File: src/rtl/ex_stage.sv
// ---------------------------------------------------------------------------
// ex_stage -- RV32I execute stage with optional iterative RV32M unit.
//
// Executes OP, OP-IMM and LUI in one cycle. Everything else that arrives
// valid produces a non-writing result slot. With RV32M_EN defined, M ops
// (OP, funct7=0000001) run on a 32-iteration shift-add / restoring-divide
// engine and hold the front end through stall_o. With RV32M_EN undefined,
// M ops retire in one cycle flagged illegal and stall_o is tied low.
//
// Configuration macro: RV32M_EN (M-extension support).
//
// Ports:
//   clk         rising-edge clock
//   rst_n       asynchronous active-low reset
//   valid_i     decoded op present in the ID/EX register
//   rd_i        destination register index
//   imm_ext_i   sign-extended immediate
//   rs1_data_i  source operand 1
//   rs2_data_i  source operand 2
//   opcode_i    major opcode
//   funct3_i    funct3 field
//   funct7_i    funct7 field
//   stall_o     hold ID/EX and upstream (combinational)
//   valid_o     registered result slot valid
//   rd_o        registered destination index
//   result_o    registered result
//   wb_en_o     registered register-file write enable
//   illegal_o   registered illegal-instruction flag
// ---------------------------------------------------------------------------
module ex_stage (
   input  logic        clk,
   input  logic        rst_n,
   input  logic        valid_i,
   input  logic [4:0]  rd_i,
   input  logic [31:0] imm_ext_i,
   input  logic [31:0] rs1_data_i,
   input  logic [31:0] rs2_data_i,
   input  logic [6:0]  opcode_i,
   input  logic [2:0]  funct3_i,
   input  logic [6:0]  funct7_i,
   output logic        stall_o,
   output logic        valid_o,
   output logic [4:0]  rd_o,
   output logic [31:0] result_o,
   output logic        wb_en_o,
   output logic        illegal_o
);

   localparam logic [6:0] OPC_OP     = 7'b0110011;
   localparam logic [6:0] OPC_OP_IMM = 7'b0010011;
   localparam logic [6:0] OPC_LUI    = 7'b0110111;
   localparam logic [6:0] F7_MULDIV  = 7'b0000001;

   // ------------------------------------------------------------------
   // Decode and single-cycle ALU
   // ------------------------------------------------------------------
   logic        is_op;
   logic        is_op_imm;
   logic        is_lui;
   logic        is_m;
   logic [31:0] op_b;
   logic [4:0]  shamt;
   logic [31:0] alu_result;

   assign is_op     = (opcode_i == OPC_OP);
   assign is_op_imm = (opcode_i == OPC_OP_IMM);
   assign is_lui    = (opcode_i == OPC_LUI);
   assign is_m      = is_op && (funct7_i == F7_MULDIV);
   assign op_b      = is_op ? rs2_data_i : imm_ext_i;
   assign shamt     = op_b[4:0];

   // NOTE: every variable written in a combinational block gets a default
   // first, so no path through the case/if tree can infer a latch.
   always_comb begin
      alu_result = '0;
      unique case (funct3_i)
         3'b000: alu_result = (is_op && funct7_i[5]) ? rs1_data_i - op_b
                                                     : rs1_data_i + op_b;
         3'b001: alu_result = rs1_data_i << shamt;
         3'b010: alu_result = {31'd0, $signed(rs1_data_i) < $signed(op_b)};
         3'b011: alu_result = {31'd0, rs1_data_i < op_b};
         3'b100: alu_result = rs1_data_i ^ op_b;
         3'b101: alu_result = funct7_i[5] ? 32'($signed(rs1_data_i) >>> shamt)
                                          : rs1_data_i >> shamt;
         3'b110: alu_result = rs1_data_i | op_b;
         3'b111: alu_result = rs1_data_i & op_b;
         default: alu_result = '0;
      endcase
   end

`ifdef RV32M_EN
   // ------------------------------------------------------------------
   // Iterative multiply / divide engine
   // ------------------------------------------------------------------
   typedef enum logic [1:0] {
      S_IDLE,
      S_BUSY,
      S_DONE
   } state_t;

   state_t      state;
   state_t      nxt_state;
   logic [4:0]  count;
   logic [2:0]  m_f3;
   logic [4:0]  m_rd;
   logic        a_neg;
   logic        b_neg;
   logic        div_zero;
   logic [31:0] mag_b;       // multiplicand or divisor magnitude
   logic [63:0] p;           // {accumulator/remainder, multiplier/quotient}
   logic        start;
   logic        a_signed;
   logic        b_signed;

   assign start = valid_i && is_m;

   // MULH, MULHSU, DIV, REM treat rs1 as signed; MULH, DIV, REM treat rs2
   // as signed. MUL's low word is sign-agnostic, so it runs unsigned.
   assign a_signed = (funct3_i == 3'b001) || (funct3_i == 3'b010) ||
                     (funct3_i == 3'b100) || (funct3_i == 3'b110);
   assign b_signed = (funct3_i == 3'b001) || (funct3_i == 3'b100) ||
                     (funct3_i == 3'b110);

   always_comb begin
      nxt_state = state;
      stall_o   = 1'b0;
      unique case (state)
         S_IDLE: begin
            if (start) begin
               stall_o   = 1'b1;
               nxt_state = S_BUSY;
            end
         end
         S_BUSY: begin
            stall_o = 1'b1;
            if (count == 5'd31) nxt_state = S_DONE;
         end
         S_DONE:  nxt_state = S_IDLE;
         default: nxt_state = S_IDLE;
      endcase
   end

   // NOTE: sequential state always uses non-blocking assignments so every
   // register samples pre-edge values regardless of block ordering.
   always_ff @(posedge clk or negedge rst_n) begin
      if (!rst_n) state <= S_IDLE;
      else        state <= nxt_state;
   end

   // One shift-add step: add multiplicand to the high half when the
   // multiplier LSB is set, then shift the 65-bit sum right.
   logic [32:0] mul_sum;
   logic [63:0] mul_next;
   assign mul_sum  = {1'b0, p[63:32]} + {1'b0, (p[0] ? mag_b : 32'd0)};
   assign mul_next = {mul_sum, p[31:1]};

   // One restoring-divide step: shift the next dividend bit into the
   // remainder and subtract the divisor if it fits. The shifted remainder
   // needs 33 bits because the divisor may exceed 2^31.
   logic [32:0] rem_sh;
   logic        sub_ok;
   logic [63:0] div_next;
   assign rem_sh   = {p[63:32], p[31]};
   assign sub_ok   = (rem_sh >= {1'b0, mag_b});
   assign div_next = sub_ok ? {rem_sh[31:0] - mag_b, p[30:0], 1'b1}
                            : {rem_sh[31:0],         p[30:0], 1'b0};

   always_ff @(posedge clk or negedge rst_n) begin
      if (!rst_n) begin
         count    <= '0;
         m_f3     <= '0;
         m_rd     <= '0;
         a_neg    <= 1'b0;
         b_neg    <= 1'b0;
         div_zero <= 1'b0;
         mag_b    <= '0;
         p        <= '0;
      end else if (state == S_IDLE && start) begin
         count    <= '0;
         m_f3     <= funct3_i;
         m_rd     <= rd_i;
         a_neg    <= a_signed && rs1_data_i[31];
         b_neg    <= b_signed && rs2_data_i[31];
         div_zero <= (rs2_data_i == 32'd0);
         mag_b    <= (b_signed && rs2_data_i[31]) ? -rs2_data_i : rs2_data_i;
         p        <= {32'd0, (a_signed && rs1_data_i[31]) ? -rs1_data_i
                                                          : rs1_data_i};
      end else if (state == S_BUSY) begin
         count <= count + 5'd1;
         p     <= m_f3[2] ? div_next : mul_next;
      end
   end

   // Sign correction. A zero divisor yields an all-ones quotient and a
   // remainder equal to the dividend (which the magnitude path already
   // gives once the dividend sign is restored). Signed overflow falls out
   // naturally: 2^31 / 1 with equal signs is 0x80000000, remainder 0.
   logic [63:0] prod;
   logic [31:0] quot;
   logic [31:0] rem;
   logic [31:0] m_result;
   assign prod = (a_neg ^ b_neg) ? -p : p;
   assign quot = div_zero ? 32'hFFFF_FFFF
                          : ((a_neg ^ b_neg) ? -p[31:0] : p[31:0]);
   assign rem  = a_neg ? -p[63:32] : p[63:32];

   always_comb begin
      m_result = '0;
      if (!m_f3[2]) m_result = (m_f3[1:0] == 2'b00) ? prod[31:0] : prod[63:32];
      else          m_result = m_f3[1] ? rem : quot;
   end
`else
   assign stall_o = 1'b0;
`endif

   // ------------------------------------------------------------------
   // Output register next-state
   // ------------------------------------------------------------------
   logic        nxt_valid;
   logic [4:0]  nxt_rd;
   logic [31:0] nxt_result;
   logic        nxt_wb;
   logic        nxt_illegal;

   always_comb begin
      nxt_valid   = 1'b0;
      nxt_rd      = rd_i;
      nxt_result  = '0;
      nxt_wb      = 1'b0;
      nxt_illegal = 1'b0;
      if (valid_i) begin
         nxt_valid = 1'b1;
         if (is_lui) begin
            nxt_result = imm_ext_i;
            nxt_wb     = (rd_i != 5'd0);
         end else if (is_op_imm || (is_op && !is_m)) begin
            nxt_result = alu_result;
            nxt_wb     = (rd_i != 5'd0);
         end else if (is_m) begin
`ifndef RV32M_EN
            nxt_illegal = 1'b1;
`endif
         end
      end
`ifdef RV32M_EN
      // While the engine owns the stage the slot is a bubble; in DONE the
      // engine's result replaces whatever is still on the inputs.
      if ((state == S_IDLE && start) || state == S_BUSY) begin
         nxt_valid  = 1'b0;
         nxt_wb     = 1'b0;
         nxt_result = '0;
      end else if (state == S_DONE) begin
         nxt_valid   = 1'b1;
         nxt_rd      = m_rd;
         nxt_result  = m_result;
         nxt_wb      = (m_rd != 5'd0);
         nxt_illegal = 1'b0;
      end
`endif
   end

   always_ff @(posedge clk or negedge rst_n) begin
      if (!rst_n) begin
         valid_o   <= 1'b0;
         rd_o      <= '0;
         result_o  <= '0;
         wb_en_o   <= 1'b0;
         illegal_o <= 1'b0;
      end else begin
         valid_o   <= nxt_valid;
         rd_o      <= nxt_rd;
         result_o  <= nxt_result;
         wb_en_o   <= nxt_wb;
         illegal_o <= nxt_illegal;
      end
   end

endmodule
File: config.mk
export PLATFORM = sky130hd
export DESIGN_NAME = ex_stage
export DESIGN_NICKNAME = d
export VERILOG_FILES = /design/src/rtl/ex_stage.sv
export SDC_FILE = /design/constraint.sdc
export NUM_CORES = 1
export LEC_CHECK = 0
export CORE_UTILIZATION = 50
export CTS_CLUSTER_DIAMETER = 120
export DETAILED_ROUTE_END_ITERATION = 7
export PLACE_DENSITY = 0.74
export SYNTH_ARGS = -nofsm -noshare
export SYNTH_HDL_FRONTEND = slang
export SYNTH_SLANG_ARGS = --single-unit
File: constraint.sdc
create_clock -name clk -period 0.8 [get_ports clk]
set_clock_uncertainty 0.05 [all_clocks]
set_input_delay 0.16 -clock clk [delete_from_list [all_inputs] [get_ports clk]]
set_output_delay 0.16 -clock clk [all_outputs]
set_load 0.005 [all_outputs]
==> impl_metrics.yaml, run 1 <==
logic_synthesis:
  synth_area_sq_um: 11600
  synth_top_family_by_area: "compound AO/OA/AOI/OAI gates"
  yosys-mux-area-fraction_pct: 7.68
  ys_ff_latch: 40
  async_reset_ff_share_pct: 100
  avgSynthCellArea_sq_um: 6.65
  synthAdderAreaFrac_pct: 9.85
  synth-edff-count: 0
  yosysSeqAreaShare_pct: 8.60
  synth_warnings: 0
  synth_xor_area_share_pct: 2.18
  synth-simple-area-share_pct: 24.1
  synth_compound_area_share_pct: 38.8
  synth_flop_cell: "dfrtp_1"
  synth_cells: 1749
  syn-num-nets: 1961
  synth_cell_type_count: 99
placed_design:
  port_buffers: 160
  place_area_sq_um: 17800
  dp.cells: 2677
  hpwlAfterDp_microns: 51800
  gp_routability_congestion: 1.38
die:
  num_rows: 55
  io_pins: 162
  start_util_pct: 51.2
  fp.dieW_microns: 155
  die_y_microns: 155
run_status:
  error: "[ERROR GRT-0116] Global routing finished with congestion. Check the congestion regions in the DRC Viewer."
  run_status: "stopped before the end"
  failed_stage: "5_1_grt"
global_routing:
  grt-ovfl-total: 6
  grt_pass1_vias: 20600
  grt_usage_pct: 67.0
  grt_max_degree: 54
  grt_pass1_wl_microns: 122000
cts:
  cts-root-buf: "clkbuf_16"
  cts_made_buffers: 5
  cts_num_sinks: 40
  clockBufferDepth: 2
  htree_levels: 2
## through the flow
step	hold WS, ns	setup slack (ns)
floorplan	-0.186	-2.98
global placement	0.0974	-3.50
detailed placement	0.0997	-3.57
CTS	0.302	-2.96
## metal layers
metal	GRT overflow	track usage, %
met3	1	47.2
met4	1	63.0
met2	4	86.7
met1	0	69.2
met5	0	14.5
## cell families after synthesis
group / count (synthesis)
AOI/OAI and AO/OA: 673
xor gates and xnor gates: 29
adders and majority gates: 91
buffers and inverters: 242
DFF: 40
muxes: 74
other: 1
and+or+nand+nor: 599
## cells in the mapped netlist (17+ instances only)
cell type    n  area share, %
a211oi_1    76            4.9
a21oi_1    165            7.1
a221oi_1    17            1.3
a31oi_1     27            1.5
buf_2       33            1.4
clkbuf_1    81            2.6
dfrtp_1     40            8.6
ha_1        90            9.7
inv_1       95            3.1
mux2i_1     51            4.4
nand2_1    234            7.5
nand2b_1    25            1.3
nand3_1     47            2.0
nor2_1     144            4.6
nor3_1      36            1.5
o211ai_1    35            2.3
o21ai_0    117            5.0
o21ai_1     22           0.95
xnor2_1     21            1.6
## what timing repair did
item                                    in CTS
hold buffers                                 1
endpoints found under the hold margin       40
setup buffers                               44
resized for setup                          376
cloned                                       2
pin swaps                                   73
endpoints found under the setup margin      74
==> inputs of run 2 (changes only) <==
==> config.mk (replaced) <==
export PLATFORM = sky130hd
export DESIGN_NAME = ex_stage
export DESIGN_NICKNAME = d
export VERILOG_FILES = /design/src/rtl/ex_stage.sv
export SDC_FILE = /design/constraint.sdc
export NUM_CORES = 1
export LEC_CHECK = 0
export CORE_UTILIZATION = 35
export DETAILED_ROUTE_END_ITERATION = 7
export PLACE_DENSITY_LB_ADDON = 0.15
export SYNTH_ARGS = -nofsm -noshare
export SYNTH_HDL_FRONTEND = slang
export SYNTH_SLANG_ARGS = --single-unit
==> impl_metrics.yaml, run 2 <==
logic_synthesis:
  synth.area.top_cells: "ha_1, dfrtp_1, nand2_1"
  synth_most_common_cell: "nand2_1"
  synth_area_sq_um: 11600
  synth_cell_type_count: 99
  synth_top_area_share_pct: 9.68
  synth_warnings: 0
  async_reset_ff_share_pct: 100
  ys_ff_latch: 40
  synth_common_cells: "nand2_1, a21oi_1, nor2_1"
  avgSynthCellArea_sq_um: 6.65
  synth_flop_cell: "dfrtp_1"
  synth-edff-count: 0
  synth_cells: 1749
  yosysTopAreaCell: "ha_1"
  yosysSeqAreaShare_pct: 8.60
  syn-num-nets: 1961
timing:
  hold_violations: 0
  setup_viol: 74
  rsz0062_at_grt: "true"
  maxSlewViolCount: 0
  finalCritPeriodShare_pct: 487
  tightest_slew_ns: 0.755
  fin_tns_setup_ns: -95.53
  max_freq_mhz: 257
  period_needed_ns: 3.89
  slew_headroom_pct: 49.0
  setup_slack_ns: -3.09
cts:
  htree_levels: 2
  cts-root-buf: "clkbuf_16"
  clk_pin_slew_worst_paths_ns: 0.07
  clockBufferDepth: 2
  cts_made_buffers: 5
  cts_num_sinks: 40
  cts_tree: "yes"
final_layout:
  fin_cells: 3047
  final_cell_mix: "buf_4, nand2_1, nor2_1, a21oi_1, clkdlybuf4s50_1"
  reg_top3: "result_o x32, rd_o x5"
  fin_nets: 2814
  regMostFlops: "result_o"
  drive_gt1_share_pct: 48.1
  fin_util_pct: 68.6
  final_common_cell: "buf_4"
  largest_register_ffs: 32
  fillers: 2604
  syn2layout_area_growth_pct: 92.2
hold_path:
  min_from: "imm_ext_i[8]"
  whs_endpoint: "result_o[8]"
  hp-class: "input pin to flop"
  holdPathStages: 3
critical_path:
  crit_type: "input pin to flop"
  worstSetupEndpointType: "flop"
  cp.required_ns: 0.91
  start_kind: "input pin"
  worst_ep_arrival_time_ns: 4.01
  worstPathMaxFanout: 5
global_routing:
  antenna_found_initial: 7
  grt_pass1_vias: 18100
  grt_pass1_wl_microns: 117000
  grt_usage_pct: 47.2
  grt-ovfl-total: 0
  grt_max_degree: 53
detailed_routing:
  drc: 0
  routed_wl_microns: 85900
  dr.pass1.iters: 6
  first_iter_violations: 2878
  vias: 19500
  ant_nets: 0
  wl_per_cell_microns: 28.2
  via_per_inst: 6.40
power:
  p_leak_nw: 10.1
  ir_drop_uv: 727
  p_per_area_nw_per_um2: 892
die:
  core_sq_um: 32600
  fp.dieW_microns: 184
  dieArea_sq_um: 34000
  io_pins: 162
  start_util_pct: 35.7
  num_rows: 66
  die_y_microns: 184
placed_design:
  dp.cells: 2919
  hpwlAfterDp_microns: 64300
  pre_cts_ws_ns: -3.56
  gp_routability_congestion: 1.09
  port_buffers: 160
flow_run:
  maxCapViolCount: 0
run_status:
  violations: "setup timing"
  run_status: "complete, but fails checks"
==> run 2: cell counts after synthesis <==
Identical to the previous run, type by type.
==> run 2: cells by family (layout without fill, tap and decap cells) <==
group           after synthesis  in the layout  share of synthesized area, %
compound gates              673            673                          38.8
flops                        40             40                          8.60
fa+ha+maj                    91             91                          9.85
mux                          74             74                          7.68
simple gates                599            599                          24.1
buf+inv                     242           1095                          8.81
other cells                   1              4                        0.0322
xor+xnor                     29             29                          2.18
==> run 2: where the power goes <==
group          internal [mW]  leakage, nW  switching [mW]
Sequential              2.04        0.545         0.00807
Combinational           7.04         9.43            8.14
Clock                   1.77       0.0899           0.948
==> run 2: through the flow <==
step | hold WS, ns | area [sq um] | power, mW
final | 0.272 | 22400 | 20.0
after global routing | 0.277 | 22400 | 20.5
after CTS | 0.293 | 20900 | 18.0
after detailed placement | 0.102 | 18800 | 13.8
after global placement | 0.102 | 18800 | 13.8
after floorplan | -0.186 | 11900 | 7.15
==> run 2: how the worst max path moves through the flow <==
stage                      startpoint      endpoint  slack (ns)
after floorplan           opcode_i[2]  result_o[27]       -2.98
after global placement    opcode_i[2]  result_o[27]       -3.53
after detailed placement  opcode_i[2]  result_o[27]       -3.56
after CTS                 opcode_i[6]  result_o[27]       -2.96
after global routing      opcode_i[3]  result_o[31]       -3.14
final                     opcode_i[3]  result_o[25]       -3.09
==> run 2: what timing repair did <==
item,4_1_cts,5_1_grt
pin swaps,120,141
buffers inserted,74,59
resized for setup,534,222
hold buffers,1,0
cloned,4,1
endpoints found under the hold margin,40,0
endpoints found under the setup margin,74,74
==> run 2: routing by layer <==
metal	wire, microns	GRT usage [%]	vias up
met2	35500	71.9	1666
met1	31900	59.0	9223
li1	-	-	8186
met3	10700	10.8	438
met5	12	0	-
met4	7830	32.0	2
==> run 2: layout make-up <==
class / count / area, sq um / area share [%]
Sequential cell: 40 / 1000 / 4.48
Antenna cell: 3 / 7.51 / 0.0336
Inverter: 101 / 400 / 1.79
Multi-Input combinational cell: 1467 / 11900 / 53.1
Clock buffer: 5 / 125 / 0.559
Tap cell: 442 / 553 / 2.47
Timing Repair Buffer: 987 / 8350 / 37.3
Clock inverter: 2 / 60.1 / 0.269
==> run 2: critical path: stages <==
cell,delay [ns]
buf_6,0.10
nand4bb_4,0.25
nor2_4,0.16
buf_12,0.14
buf_8,0.10
nand2_2,0.04
nand2_2,0.07
inv_2,0.05
ha_4,0.23
or4_4,0.54
nand2b_4,0.17
or3_4,0.36
and4bb_1,0.36
a21oi_4,0.08
buf_4,0.16
buf_6,0.11
a21oi_4,0.17
buf_6,0.13
buf_4,0.12
o211ai_1,0.12
xnor2_1,0.28
a22oi_1,0.12
Note: power is estimated with default switching activity, not from simulation.
